## src/rtl/bti_arb2_if.sv

```systemverilog
`default_nettype none
// ============================================================================
//  Module      : bus_trans_if_t
//  Description : Single-outstanding bus-transaction interface. A request
//                channel (req_vld/req_rdy/req_pkt) travels from master to
//                slave. A response channel (rsp_vld/rsp_rdy/rsp_pkt) travels
//                from slave back to master. Both channels use a valid/ready
//                handshake: a beat transfers on a cycle where vld & rdy.
//  Parameters  : AW - width of req_pkt.addr
//                DW - width of req_pkt.wdata and rsp_pkt.data
//  Modports    : master - drives the request channel, accepts responses
//                slave  - accepts requests, drives the response channel
//  Revision    : 1.0 - initial release
// ============================================================================
interface bus_trans_if_t #(
    parameter int AW = 32,
    parameter int DW = 32
);

    typedef struct packed {
        logic [AW-1:0]   addr;
        logic            we;
        logic [DW-1:0]   wdata;
        logic [DW/8-1:0] be;
    } req_pkt_t;

    typedef struct packed {
        logic [DW-1:0] data;
        logic          err;
    } rsp_pkt_t;

    logic     req_vld;
    logic     req_rdy;
    req_pkt_t req_pkt;

    logic     rsp_vld;
    logic     rsp_rdy;
    rsp_pkt_t rsp_pkt;

    modport master (
        output req_vld,
        output req_pkt,
        input  req_rdy,
        input  rsp_vld,
        input  rsp_pkt,
        output rsp_rdy
    );

    modport slave (
        input  req_vld,
        input  req_pkt,
        output req_rdy,
        output rsp_vld,
        output rsp_pkt,
        input  rsp_rdy
    );

endinterface
`default_nettype wire

```

## src/rtl/bti_arb2.sv

```systemverilog
`default_nettype none
// ============================================================================
//  Module      : bti_arb2
//  Description : 2:1 round-robin arbiter sharing one bus-transaction slave
//                between two masters (port 0: instruction fetch, port 1:
//                data/load). Exactly one transaction is outstanding at a
//                time. Requests pass combinationally to the slave; responses
//                are steered back to the master owning the in-flight
//                transaction. No pipeline stage is added on either path.
//  Ports       : clk     - clock
//                rst_n   - synchronous active-low reset
//                bti_m0  - requester 0 (arbiter is the slave side)
//                bti_m1  - requester 1 (arbiter is the slave side)
//                bti_s   - shared downstream slave (arbiter is the master)
//  Parameters  : AW - request address width (passed through unchanged)
//                DW - data width (passed through unchanged)
//  Revision    : 1.0 - initial release
// ============================================================================
module bti_arb2 #(
    parameter int AW = 32,
    parameter int DW = 32
) (
    input  wire           clk,
    input  wire           rst_n,
    bus_trans_if_t.slave  bti_m0,
    bus_trans_if_t.slave  bti_m1,
    bus_trans_if_t.master bti_s
);

    // ------------------------------------------------------------------
    // State
    // ------------------------------------------------------------------
    typedef enum logic [0:0] {
        ST_IDLE = 1'b0,
        ST_BUSY = 1'b1
    } state_t;

    state_t r_state;
    logic   r_owner;      // master that owns the in-flight transaction
    logic   r_last_gnt;   // most recently accepted master
    logic   r_lock;       // a request was offered but not yet accepted
    logic   r_lock_id;    // master held by the lock

    // ------------------------------------------------------------------
    // Combinational control
    // ------------------------------------------------------------------
    logic w_busy;
    logic w_rsp_hs;
    logic w_issue_ok;
    logic w_any_req;
    logic w_gnt;
    logic w_s_req_vld;
    logic w_s_rsp_rdy;
    logic w_accept;
    logic w_stall;

    // Request payload mux, field by field so every field keeps its width.
    logic [AW-1:0]   w_req_addr;
    logic            w_req_we;
    logic [DW-1:0]   w_req_wdata;
    logic [DW/8-1:0] w_req_be;

    // Response payload fanned out to both masters.
    logic [DW-1:0]   w_rsp_data;
    logic            w_rsp_err;

    assign w_busy = (r_state == ST_BUSY);

    // The slave only ever has a response for us while BUSY, so the upstream
    // ready of the owner is forwarded only in that state. A stray rsp_vld in
    // IDLE therefore never handshakes.
    assign w_s_rsp_rdy = w_busy & (r_owner ? bti_m1.rsp_rdy : bti_m0.rsp_rdy);
    assign w_rsp_hs    = w_busy & bti_s.rsp_vld & w_s_rsp_rdy;

    // A new request may go out when idle, or in the very cycle the current
    // response completes, giving back-to-back transactions without a bubble.
    // Note the resulting path rsp_rdy -> issue_ok -> req_rdy.
    assign w_issue_ok = ~w_busy | w_rsp_hs;

    // Grant selection. While locked the grant is frozen so the offered
    // request (and its payload) stays stable until the slave takes it.
    // With a single requester it wins; on a tie the master not granted
    // last time wins. With no requester the value is irrelevant because
    // the downstream valid is low.
    always_comb begin
        w_gnt = 1'b0;
        if (r_lock) begin
            w_gnt = r_lock_id;
        end else if (bti_m0.req_vld & bti_m1.req_vld) begin
            w_gnt = ~r_last_gnt;
        end else if (bti_m1.req_vld) begin
            w_gnt = 1'b1;
        end else begin
            w_gnt = 1'b0;
        end
    end

    assign w_any_req   = r_lock | bti_m0.req_vld | bti_m1.req_vld;
    assign w_s_req_vld = w_issue_ok & w_any_req;
    assign w_accept    = w_s_req_vld & bti_s.req_rdy;
    assign w_stall     = w_s_req_vld & ~bti_s.req_rdy;

    // ------------------------------------------------------------------
    // Downstream request
    // ------------------------------------------------------------------
    assign w_req_addr  = w_gnt ? bti_m1.req_pkt.addr  : bti_m0.req_pkt.addr;
    assign w_req_we    = w_gnt ? bti_m1.req_pkt.we    : bti_m0.req_pkt.we;
    assign w_req_wdata = w_gnt ? bti_m1.req_pkt.wdata : bti_m0.req_pkt.wdata;
    assign w_req_be    = w_gnt ? bti_m1.req_pkt.be    : bti_m0.req_pkt.be;

    assign bti_s.req_vld       = w_s_req_vld;
    assign bti_s.req_pkt.addr  = w_req_addr;
    assign bti_s.req_pkt.we    = w_req_we;
    assign bti_s.req_pkt.wdata = w_req_wdata;
    assign bti_s.req_pkt.be    = w_req_be;

    // Only the granted master can see ready; the other always sees 0.
    assign bti_m0.req_rdy = w_issue_ok & ~w_gnt & bti_s.req_rdy;
    assign bti_m1.req_rdy = w_issue_ok &  w_gnt & bti_s.req_rdy;

    // ------------------------------------------------------------------
    // Response steering
    // ------------------------------------------------------------------
    assign w_rsp_data = bti_s.rsp_pkt.data;
    assign w_rsp_err  = bti_s.rsp_pkt.err;

    assign bti_s.rsp_rdy = w_s_rsp_rdy;

    assign bti_m0.rsp_vld      = w_busy & ~r_owner & bti_s.rsp_vld;
    assign bti_m0.rsp_pkt.data = w_rsp_data;
    assign bti_m0.rsp_pkt.err  = w_rsp_err;

    assign bti_m1.rsp_vld      = w_busy &  r_owner & bti_s.rsp_vld;
    assign bti_m1.rsp_pkt.data = w_rsp_data;
    assign bti_m1.rsp_pkt.err  = w_rsp_err;

    // ------------------------------------------------------------------
    // Sequential state
    // ------------------------------------------------------------------
    // last_gnt resets to 1 so that m0 wins the first tie after reset.
    // A reset during a transaction simply drops the pending response; the
    // masters and the slave are reset in the same cycle.
    always_ff @(posedge clk) begin
        if (!rst_n) begin
            r_state    <= ST_IDLE;
            r_owner    <= 1'b0;
            r_last_gnt <= 1'b1;
            r_lock     <= 1'b0;
            r_lock_id  <= 1'b0;
        end else begin
            if (w_accept) begin
                // Covers both IDLE->BUSY and the back-to-back BUSY->BUSY
                // case where a response completes in the same cycle.
                r_state    <= ST_BUSY;
                r_owner    <= w_gnt;
                r_last_gnt <= w_gnt;
                r_lock     <= 1'b0;
            end else begin
                if (w_stall) begin
                    r_lock    <= 1'b1;
                    r_lock_id <= w_gnt;
                end
                if (w_rsp_hs) begin
                    r_state <= ST_IDLE;
                end
            end
        end
    end

endmodule
`default_nettype wire

```

## src/flat_wrapper.sv

```systemverilog
// flat-port wrapper written by rule: the top's interface ports become plain ports
module bti_arb2_flat 
#(
    parameter int AW = 32,
    parameter int DW = 32
)
  (clk, rst_n, bti_m0_req_vld, bti_m0_req_pkt, bti_m0_req_rdy, bti_m0_rsp_vld, bti_m0_rsp_pkt, bti_m0_rsp_rdy, bti_m1_req_vld, bti_m1_req_pkt, bti_m1_req_rdy, bti_m1_rsp_vld, bti_m1_rsp_pkt, bti_m1_rsp_rdy, bti_s_req_vld, bti_s_req_pkt, bti_s_req_rdy, bti_s_rsp_vld, bti_s_rsp_pkt, bti_s_rsp_rdy);
  bus_trans_if_t #(.AW(AW), .DW(DW)) bti_m0_i ();
  bus_trans_if_t #(.AW(AW), .DW(DW)) bti_m1_i ();
  bus_trans_if_t #(.AW(AW), .DW(DW)) bti_s_i ();
  input  wire clk;
  input  wire rst_n;
  input wire logic [$bits(bti_m0_i.req_vld)-1:0] bti_m0_req_vld;
  input wire logic [$bits(bti_m0_i.req_pkt)-1:0] bti_m0_req_pkt;
  output wire logic [$bits(bti_m0_i.req_rdy)-1:0] bti_m0_req_rdy;
  output wire logic [$bits(bti_m0_i.rsp_vld)-1:0] bti_m0_rsp_vld;
  output wire logic [$bits(bti_m0_i.rsp_pkt)-1:0] bti_m0_rsp_pkt;
  input wire logic [$bits(bti_m0_i.rsp_rdy)-1:0] bti_m0_rsp_rdy;
  input wire logic [$bits(bti_m1_i.req_vld)-1:0] bti_m1_req_vld;
  input wire logic [$bits(bti_m1_i.req_pkt)-1:0] bti_m1_req_pkt;
  output wire logic [$bits(bti_m1_i.req_rdy)-1:0] bti_m1_req_rdy;
  output wire logic [$bits(bti_m1_i.rsp_vld)-1:0] bti_m1_rsp_vld;
  output wire logic [$bits(bti_m1_i.rsp_pkt)-1:0] bti_m1_rsp_pkt;
  input wire logic [$bits(bti_m1_i.rsp_rdy)-1:0] bti_m1_rsp_rdy;
  output wire logic [$bits(bti_s_i.req_vld)-1:0] bti_s_req_vld;
  output wire logic [$bits(bti_s_i.req_pkt)-1:0] bti_s_req_pkt;
  input wire logic [$bits(bti_s_i.req_rdy)-1:0] bti_s_req_rdy;
  input wire logic [$bits(bti_s_i.rsp_vld)-1:0] bti_s_rsp_vld;
  input wire logic [$bits(bti_s_i.rsp_pkt)-1:0] bti_s_rsp_pkt;
  output wire logic [$bits(bti_s_i.rsp_rdy)-1:0] bti_s_rsp_rdy;
  assign bti_m0_i.req_vld = bti_m0_req_vld;
  assign bti_m0_i.req_pkt = bti_m0_req_pkt;
  assign bti_m0_req_rdy = bti_m0_i.req_rdy;
  assign bti_m0_rsp_vld = bti_m0_i.rsp_vld;
  assign bti_m0_rsp_pkt = bti_m0_i.rsp_pkt;
  assign bti_m0_i.rsp_rdy = bti_m0_rsp_rdy;
  assign bti_m1_i.req_vld = bti_m1_req_vld;
  assign bti_m1_i.req_pkt = bti_m1_req_pkt;
  assign bti_m1_req_rdy = bti_m1_i.req_rdy;
  assign bti_m1_rsp_vld = bti_m1_i.rsp_vld;
  assign bti_m1_rsp_pkt = bti_m1_i.rsp_pkt;
  assign bti_m1_i.rsp_rdy = bti_m1_rsp_rdy;
  assign bti_s_req_vld = bti_s_i.req_vld;
  assign bti_s_req_pkt = bti_s_i.req_pkt;
  assign bti_s_i.req_rdy = bti_s_req_rdy;
  assign bti_s_i.rsp_vld = bti_s_rsp_vld;
  assign bti_s_i.rsp_pkt = bti_s_rsp_pkt;
  assign bti_s_rsp_rdy = bti_s_i.rsp_rdy;
  bti_arb2 #(.AW(AW), .DW(DW)) u_core (.clk(clk), .rst_n(rst_n), .bti_m0(bti_m0_i), .bti_m1(bti_m1_i), .bti_s(bti_s_i));
endmodule
```

## config.mk

```make
export PLATFORM = sky130hd
export DESIGN_NAME = bti_arb2_flat
export DESIGN_NICKNAME = d
export VERILOG_FILES = /design/src/rtl/bti_arb2_if.sv /design/src/rtl/bti_arb2.sv /design/src/flat_wrapper.sv
export SDC_FILE = /design/constraint.sdc
export NUM_CORES = 1
export LEC_CHECK = 0
export ABC_CLOCK_PERIOD_IN_PS = 2800
export CAP_MARGIN = 20
export CORE_AREA = 2 2 124 126
export CTS_CLUSTER_SIZE = 30
export DETAILED_ROUTE_END_ITERATION = 8
export DIE_AREA = 0 0 126 128
export HOLD_SLACK_MARGIN = 0.08
export PLACE_DENSITY_LB_ADDON = 0.3
export SLEW_MARGIN = 20
export SYNTH_ARGS = -nofsm -noshare
export SYNTH_HDL_FRONTEND = slang
export SYNTH_SLANG_ARGS = --single-unit
```

## constraint.sdc

```tcl
create_clock -name clk -period 2.8 [get_ports clk]
set_input_delay 0.7 -clock clk [delete_from_list [all_inputs] [get_ports clk]]
set_output_delay 0.7 -clock clk [all_outputs]
set_load 0.005 [all_outputs]
```

==> flow_summary.rst, run 1 <==
.. list-table::
   :header-rows: 1

   * - Metric
     - Value
   * - Total power of the final layout
     - 1.10 mW
   * - Die X
     - 126 um
   * - Die boundary height
     - 128 um
   * - H-tree depth
     - 1
   * - Via count of the first global-routing pass
     - 2185
   * - Leakage power
     - 1.75 nW
   * - Worst Clk Skew
     - 0.572 ps
   * - Detailed Route WL
     - 8550 um
   * - Post-detailed-route DRC marker count
     - 0
   * - Worst-Margin Slew
     - 434 ps
   * - Number of antenna violations at the first check in global routing
     - 0
   * - Final Hold Viols
     - 0
   * - Clock latency of the later-clocked register in the worst-skew pair
     - 220 ps
   * - Dominant delay contributor by cell family on the critical path
     - buffers and inverters
   * - Count of flip-flops with a built-in enable after synthesis
     - 0
   * - Fraction of registers with async set or reset after synthesis
     - 0
   * - Category of the worst setup path capture point
     - primary output
   * - Global-route wire length before repair
     - 12100 um
   * - Standard-cell row count
     - 45
   * - Synth Cell Area
     - 1620 um2
   * - Io pins
     - 320
   * - Period utilisation layout
     - 0.990
   * - Post-synthesis net count
     - ~360
   * - Final net count
     - 549
   * - Most used flip-flop cell after synthesis
     - dfxtp_1
   * - Cell count after placement
     - 520
   * - Final-report setup violation count
     - 0
   * - Run status
     - finished, final reports clean
   * - Setup repair after global routing missed its margin
     - yes
   * - Buf/Inv on CP
     - 4
   * - Data arrival time of the critical path
     - about 2100 ps
   * - Number of synthesized register bits
     - 5
   * - Area of the placeable core
     - approximately 15000 um2
   * - Cells after Synth
     - 176
   * - TritonCTS Buffers
     - 3
   * - Highest ir drop seen on vdd
     - about 0.14 mV
   * - Total via count after detailed routing
     - ~2000
   * - Hold/Removal Path Class
     - flip-flop to flip-flop
   * - Total of buffers placed on input and output ports
     - 220
   * - Routability cong.
     - about 0.7
   * - Critical path cell sequence
     - buf_6 > a21boi_4 > mux2i_4 > buf_6 > buf_16 > mux2_1 > dlygate4sd2_1
   * - Fraction of final layout cells sized beyond drive strength 1
     - 0.455
   * - Critical Setup Path Class
     - input pin to primary output
   * - Clock tree from TritonCTS
     - built
   * - Initial Util
     - 0.109
   * - Count of different cell masters after synthesis
     - 24
   * - Biggest fanout along the worst timing path
     - 6
   * - DP Wirelength
     - 6000 um
   * - 1st-pass router iterations
     - 4
   * - Number of max-slew violations in the final report
     - 0
   * - Buffer type at the clock tree root
     - clkbuf_16
   * - Cell repeated most along the worst path
     - buf_6
   * - Yosys synthesis warning count
     - 0
   * - Share of synthesized area occupied by flip-flops and latches
     - 0.0620
   * - Die area
     - 16100 um2
   * - Final global-route overflow total
     - 0
   * - Critical path's largest stage delay
     - approximately 320 ps
   * - Reported max-cap violation count
     - 0
   * - Total clock sinks
     - 5
   * - Diode count
     - 0
   * - ANT nets after route
     - 0
   * - Syn-to-layout area delta
     - 152%
   * - Worst relative slew slack
     - 0.708
   * - Overall fraction of global-route tracks in use
     - 0.0964
   * - FMAX
     - 361 MHz
   * - Average wire per standard cell
     - 15.4 um
   * - Power density relative to cell area
     - between 200 and 300 nW/um2
   * - Register clock-pin slew on the reported worst setup and hold paths
     - approximately 30 ps
   * - Mean number of vias per cell
     - 3.58
   * - Maximum number of pins on one net before global-route repair
     - 8
   * - Filler-free cell count of the finished design
     - between 500 and 600
   * - Final critical delay including setup and external delays
     - 2770 ps
   * - Worst-case clock buffer depth
     - 2
   * - DRT iter0 DRCs
     - 16
   * - Highest-delay cell along the critical path
     - mux2_1
   * - Syn avg cell area
     - 9.18 um2
   * - Required time of the critical path
     - 2100 ps
   * - Element type at the critical path start
     - input pin
==> flip-flops by register name, summed over array words and instances, names as in the netlist <==
signal,count
u_core.r_state,1
u_core.r_owner,1
u_core.r_lock,1
u_core.r_lock_id,1
u_core.r_last_gnt,1
==> placed cells by master (no fill, tap or decap), types with 3 or more instances in the layout <==
master,count
buf_6,15
inv_1,3
dfxtp_1,5
clkbuf_2,8
buf_4,19
o21ai_0,3
a21oi_1,3
buf_16,9
mux2_2,52
mux2_4,13
clkdlybuf4s15_1,12
buf_12,6
clkdlybuf4s50_1,145
clkbuf_16,3
dlygate4sd2_1,11
buf_2,32
nor2_1,4
mux2_1,4
clkdlybuf4s15_2,5
==> logic make-up (layout without fill, tap and decap cells) <==
kind of cell / after synthesis / in the layout / synth area share
buf+inv: 77 / 270 / 0.340
mux: 71 / 71 / 0.501
simple gates: 13 / 13 / 0.0442
compound gates: 10 / 10 / 0.0527
flops: 5 / 5 / 0.0620
==> per-layer routing <==
layer / share of wire / vias to the layer above / GRT usage
li1: - / 939 / -
met1: 0.36 / 891 / 0.107
met2: 0.54 / 158 / 0.187
met3: 0.097 / 4 / 0.0250
met4: 0.0040 / 0 / 0.0155
met5: 0 / - / 0
==> stage by stage <==
step | hold slack, ps | TNS (ps) | instance area, um2 | setup WS, ps | util
floorplan | 464 | 0 | 1620 | 326 | -
global placement | 498 | -36510 | 3630 | -596 | 0.244
detailed placement | 490 | -37050 | 3630 | -600 | 0.244
CTS | 518 | -17.3 | 4090 | -13.0 | 0.275
global route | 546 | -65.7 | 4070 | -21.9 | 0.274
finish | 520 | 0 | 4070 | 26.9 | 0.274
==> tightest hold or removal path: stages (launching register included) <==
cell and delay, ps:
dfxtp_1 320, o21ai_0 80, a21oi_1 60
==> area by class of cell <==
class | instances | area [um2]
multi-input cells | 94 | 1030
inverters | 3 | 11.3
fillers | 1615 | 10800
flip-flops and latches | 5 | 100
well taps | 188 | 235
clock buffers | 4 | 78.8
repair buffers | 263 | 2620
==> power by group <==
part	internal [mW]	switching [mW]	leakage, nW	total [mW]
registers	0.0776	0.00726	0.0413	0.0849
logic	0.552	0.232	1.67	0.784
clock network	0.189	0.0461	0.0382	0.235
total	0.818	0.285	1.75	1.10
==> worst paths after layout <==
check                       to  slack (ps)  cells past startpoint           start
max          bti_s_req_pkt[67]          30                      7  bti_m1_req_vld
min             u_core.r_owner         520                      2  u_core.r_owner
max reg2reg   u_core.r_lock_id        1290                      6  u_core.r_owner
min reg2reg     u_core.r_owner         520                      2  u_core.r_owner
==> cells in the mapped netlist (all sizes together) (2+ instances only) <==
cell,number,area (um2)
dfxtp,5,100
mux2i,2,32.5
o21ai,3,15.0
nor2,4,15.0
inv,3,11.3
mux2,69,777
and3,2,13.8
a21oi,3,15.0
buf,74,538
==> timing repair <==
action                                  in CTS  in global routing
pin swaps                                    1                  0
endpoints found under the setup margin      73                 36
hold buffers                                 0                  0
setup buffers                               27                  1
cloned                                       9                  0
resized for setup                          250                 17
Power figures use the tool's default switching activity.
==> run 2, diff against run 1 <==
--- a/config.mk
+++ b/config.mk
@@ -6,9 +6,7 @@
 export NUM_CORES = 1
 export LEC_CHECK = 0
 export ABC_CLOCK_PERIOD_IN_PS = 2800
-export CAP_MARGIN = 20
 export CORE_AREA = 2 2 124 126
-export CTS_CLUSTER_SIZE = 30
 export DETAILED_ROUTE_END_ITERATION = 8
 export DIE_AREA = 0 0 126 128
 export HOLD_SLACK_MARGIN = 0.08
==> results of run 2 <==
Same layout as run 1: the final DEF is identical, and so are final timing and power.
==> variant (config.mk and constraints of run 2) <==
`AW` is set to 32 in 3 places; all go to 16.
--- a/src/rtl/bti_arb2_if.sv
+++ b/src/rtl/bti_arb2_if.sv
@@ -13,7 +13,7 @@
 //  Revision    : 1.0 - initial release
 // ============================================================================
 interface bus_trans_if_t #(
-    parameter int AW = 32,
+    parameter int AW = 16,
     parameter int DW = 32
 );
 
--- a/src/rtl/bti_arb2.sv
+++ b/src/rtl/bti_arb2.sv
@@ -17,7 +17,7 @@
 //  Revision    : 1.0 - initial release
 // ============================================================================
 module bti_arb2 #(
-    parameter int AW = 32,
+    parameter int AW = 16,
     parameter int DW = 32
 ) (
     input  wire           clk,
--- a/src/flat_wrapper.sv
+++ b/src/flat_wrapper.sv
@@ -1,7 +1,7 @@
 // flat-port wrapper written by rule: the top's interface ports become plain ports
 module bti_arb2_flat 
 #(
-    parameter int AW = 32,
+    parameter int AW = 16,
     parameter int DW = 32
 )
   (clk, rst_n, bti_m0_req_vld, bti_m0_req_pkt, bti_m0_req_rdy, bti_m0_rsp_vld, bti_m0_rsp_pkt, bti_m0_rsp_rdy, bti_m1_req_vld, bti_m1_req_pkt, bti_m1_req_rdy, bti_m1_rsp_vld, bti_m1_rsp_pkt, bti_m1_rsp_rdy, bti_s_req_vld, bti_s_req_pkt, bti_s_req_rdy, bti_s_rsp_vld, bti_s_rsp_pkt, bti_s_rsp_rdy);
Ports: changed (resized bti_m0_req_pkt, bti_m1_req_pkt and bti_s_req_pkt); port bits go from 320 to 272. The function was not compared with the original's and may differ.
==> variant against run 2 <==
  * Sequential cell count unchanged
  * First-iteration DRC count up 56%
  * Power decreased by 18%
  * Final area decreased by 21%
  * Setup slack gained 12 ps
  * Synthesized area down 11%
  * Routed wire length is 27% lower
  * Sequential share of layout area is 0.65 points higher
  * Critical path type unchanged
  * Largest cell class unchanged
  * Largest power group unchanged
  * Highest routed layer unchanged
==> variant: results (changes against run 2) <==
- Status: finished, final reports clean
- Largest net degree at the start of global routing: 13 (+5)
- Vias: 1,617 (-19%)
- Placed Area: 2930 sq um (-19%)
- Register area share after synthesis: 0.0699 (+0.00796)
- M2 GR Usage: 0.143 (-0.0433)
- Hpwl dp: 4530 microns (-24%)
- Mux cell area share after synthesis: 0.431 (-0.0702)
- Fillers: 1,658 (+2.7%)
- Yosys cell types: 23 (-4.2%)
- Hold Path Sink: u_core.r_last_gnt$_SDFFE_PN1P_
- Nets: 440 (-20%)
- Syn avg cell area: 9.00 sq um (-1.9%)
- Vias in the first global route: 1,843 (-16%)
- Hold_ws: 529 ps (+9.00 ps)
- Layout cell share with drive strength beyond 1: 0.435 (-0.0204)
- Slowest-stage cell, CP: mux2_2
- Syn_nets: 306 (-14%)
- Final clock-cell share: 0.0245 (+0.00511)
- Final WL: 6260 microns (-27%)
- Worst r2r src: u_core.r_last_gnt$_SDFFE_PN1P_
- Multi-input logic area: 820 sq um (-20%)
- R2R setup slack: 1050 ps (-240 ps)
- Multi-input combinational cell count: 78 (-17%)
- Switching Share: 0.251 (-0.00697)
- Pre-CTS WS: -620 ps (-19.2 ps)
- Reg-to-reg endpoint: u_core.r_owner$_SDFFE_PN0P_
- Met1 Wirelength: 2050 microns (-33%)
- Worst-path maximum fanout: 8 (+2)
- GP Congestion: 0.743 (+7.7%)
- Initial drt markers: 25 (+9)
- Worst vdd ir: 192 uV (+36%)
- Sequential group share of total power: 0.094 (+0.017)
- Register-to-Register Path Depth: 10 (+4)
- Routed wl met3: 820 microns (-1.3%)
- Signal buffers share of area: 0.613 (-0.0299)
- Synth Area in Compound Gates: 0.0594 (+0.00677)
- Gr usage total: 0.0738 (-0.0226)
- Synth top area cells: mux2_2 (42%), buf_4 (37%), dfxtp_1 (7.0%), a2111oi_4 (1.9%), mux2i_1 (1.4%)
- IO buf count: 172 (-22%)
- PnR worst setup slack: 39.0 ps (+12.1 ps)
- Metal2 WL: 3280 microns (-29%)
- CP Capture Point: bti_s_req_pkt[50]
- Synth top cells by count: buf_4 (70), mux2_2 (53), dfxtp_1 (5)
- Global routing usage on met1: 0.0723 (-0.0348)
- Slew margin rel.: 0.767 (+0.0589)
- Global-route wire length before repair: 9320 microns (-23%)
- Hold Startpoint: u_core.r_last_gnt$_SDFFE_PN1P_
- Skew final: 0.556 ps (-0.0165 ps)
- GR Layer Usage met3: 0.0292 (+0.00417)
==> variant: timing repair <==
action / 4_1_cts / 5_1_grt
hold endpoints to repair: 0 / 0
gates resized for setup: 180 / 23
pin swaps: 2 / 0
endpoints found under the setup margin: 56 / 21
cloned: 5 / 1
buffers inserted: 16 / 1
hold buffers: 0 / 0
==> variant: metrics by stage <==
stage	std cells	total power, mW	utilization
2_1_floorplan	159	0.331	-
3_3_place_gp	455	0.614	0.197
3_5_place_dp	455	0.611	0.197
4_1_cts	480	0.926	0.218
5_1_grt	480	0.965	0.217
6_report	480	0.907	0.217
==> variant: cell families (layout without fill, tap and decap cells) <==
kind of cell / after synthesis / after routing
simple gates: 13 / 13
buf+inv: 76 / 209
mux: 55 / 55
flops: 5 / 5
compound gates: 10 / 10
==> variant: tightest hold or removal path: cells and delay by family (launching register included) <==
family / cells / cell delay [ps]
flops: 1 / 330
compound gates: 1 / 80
simple gates: 1 / 70
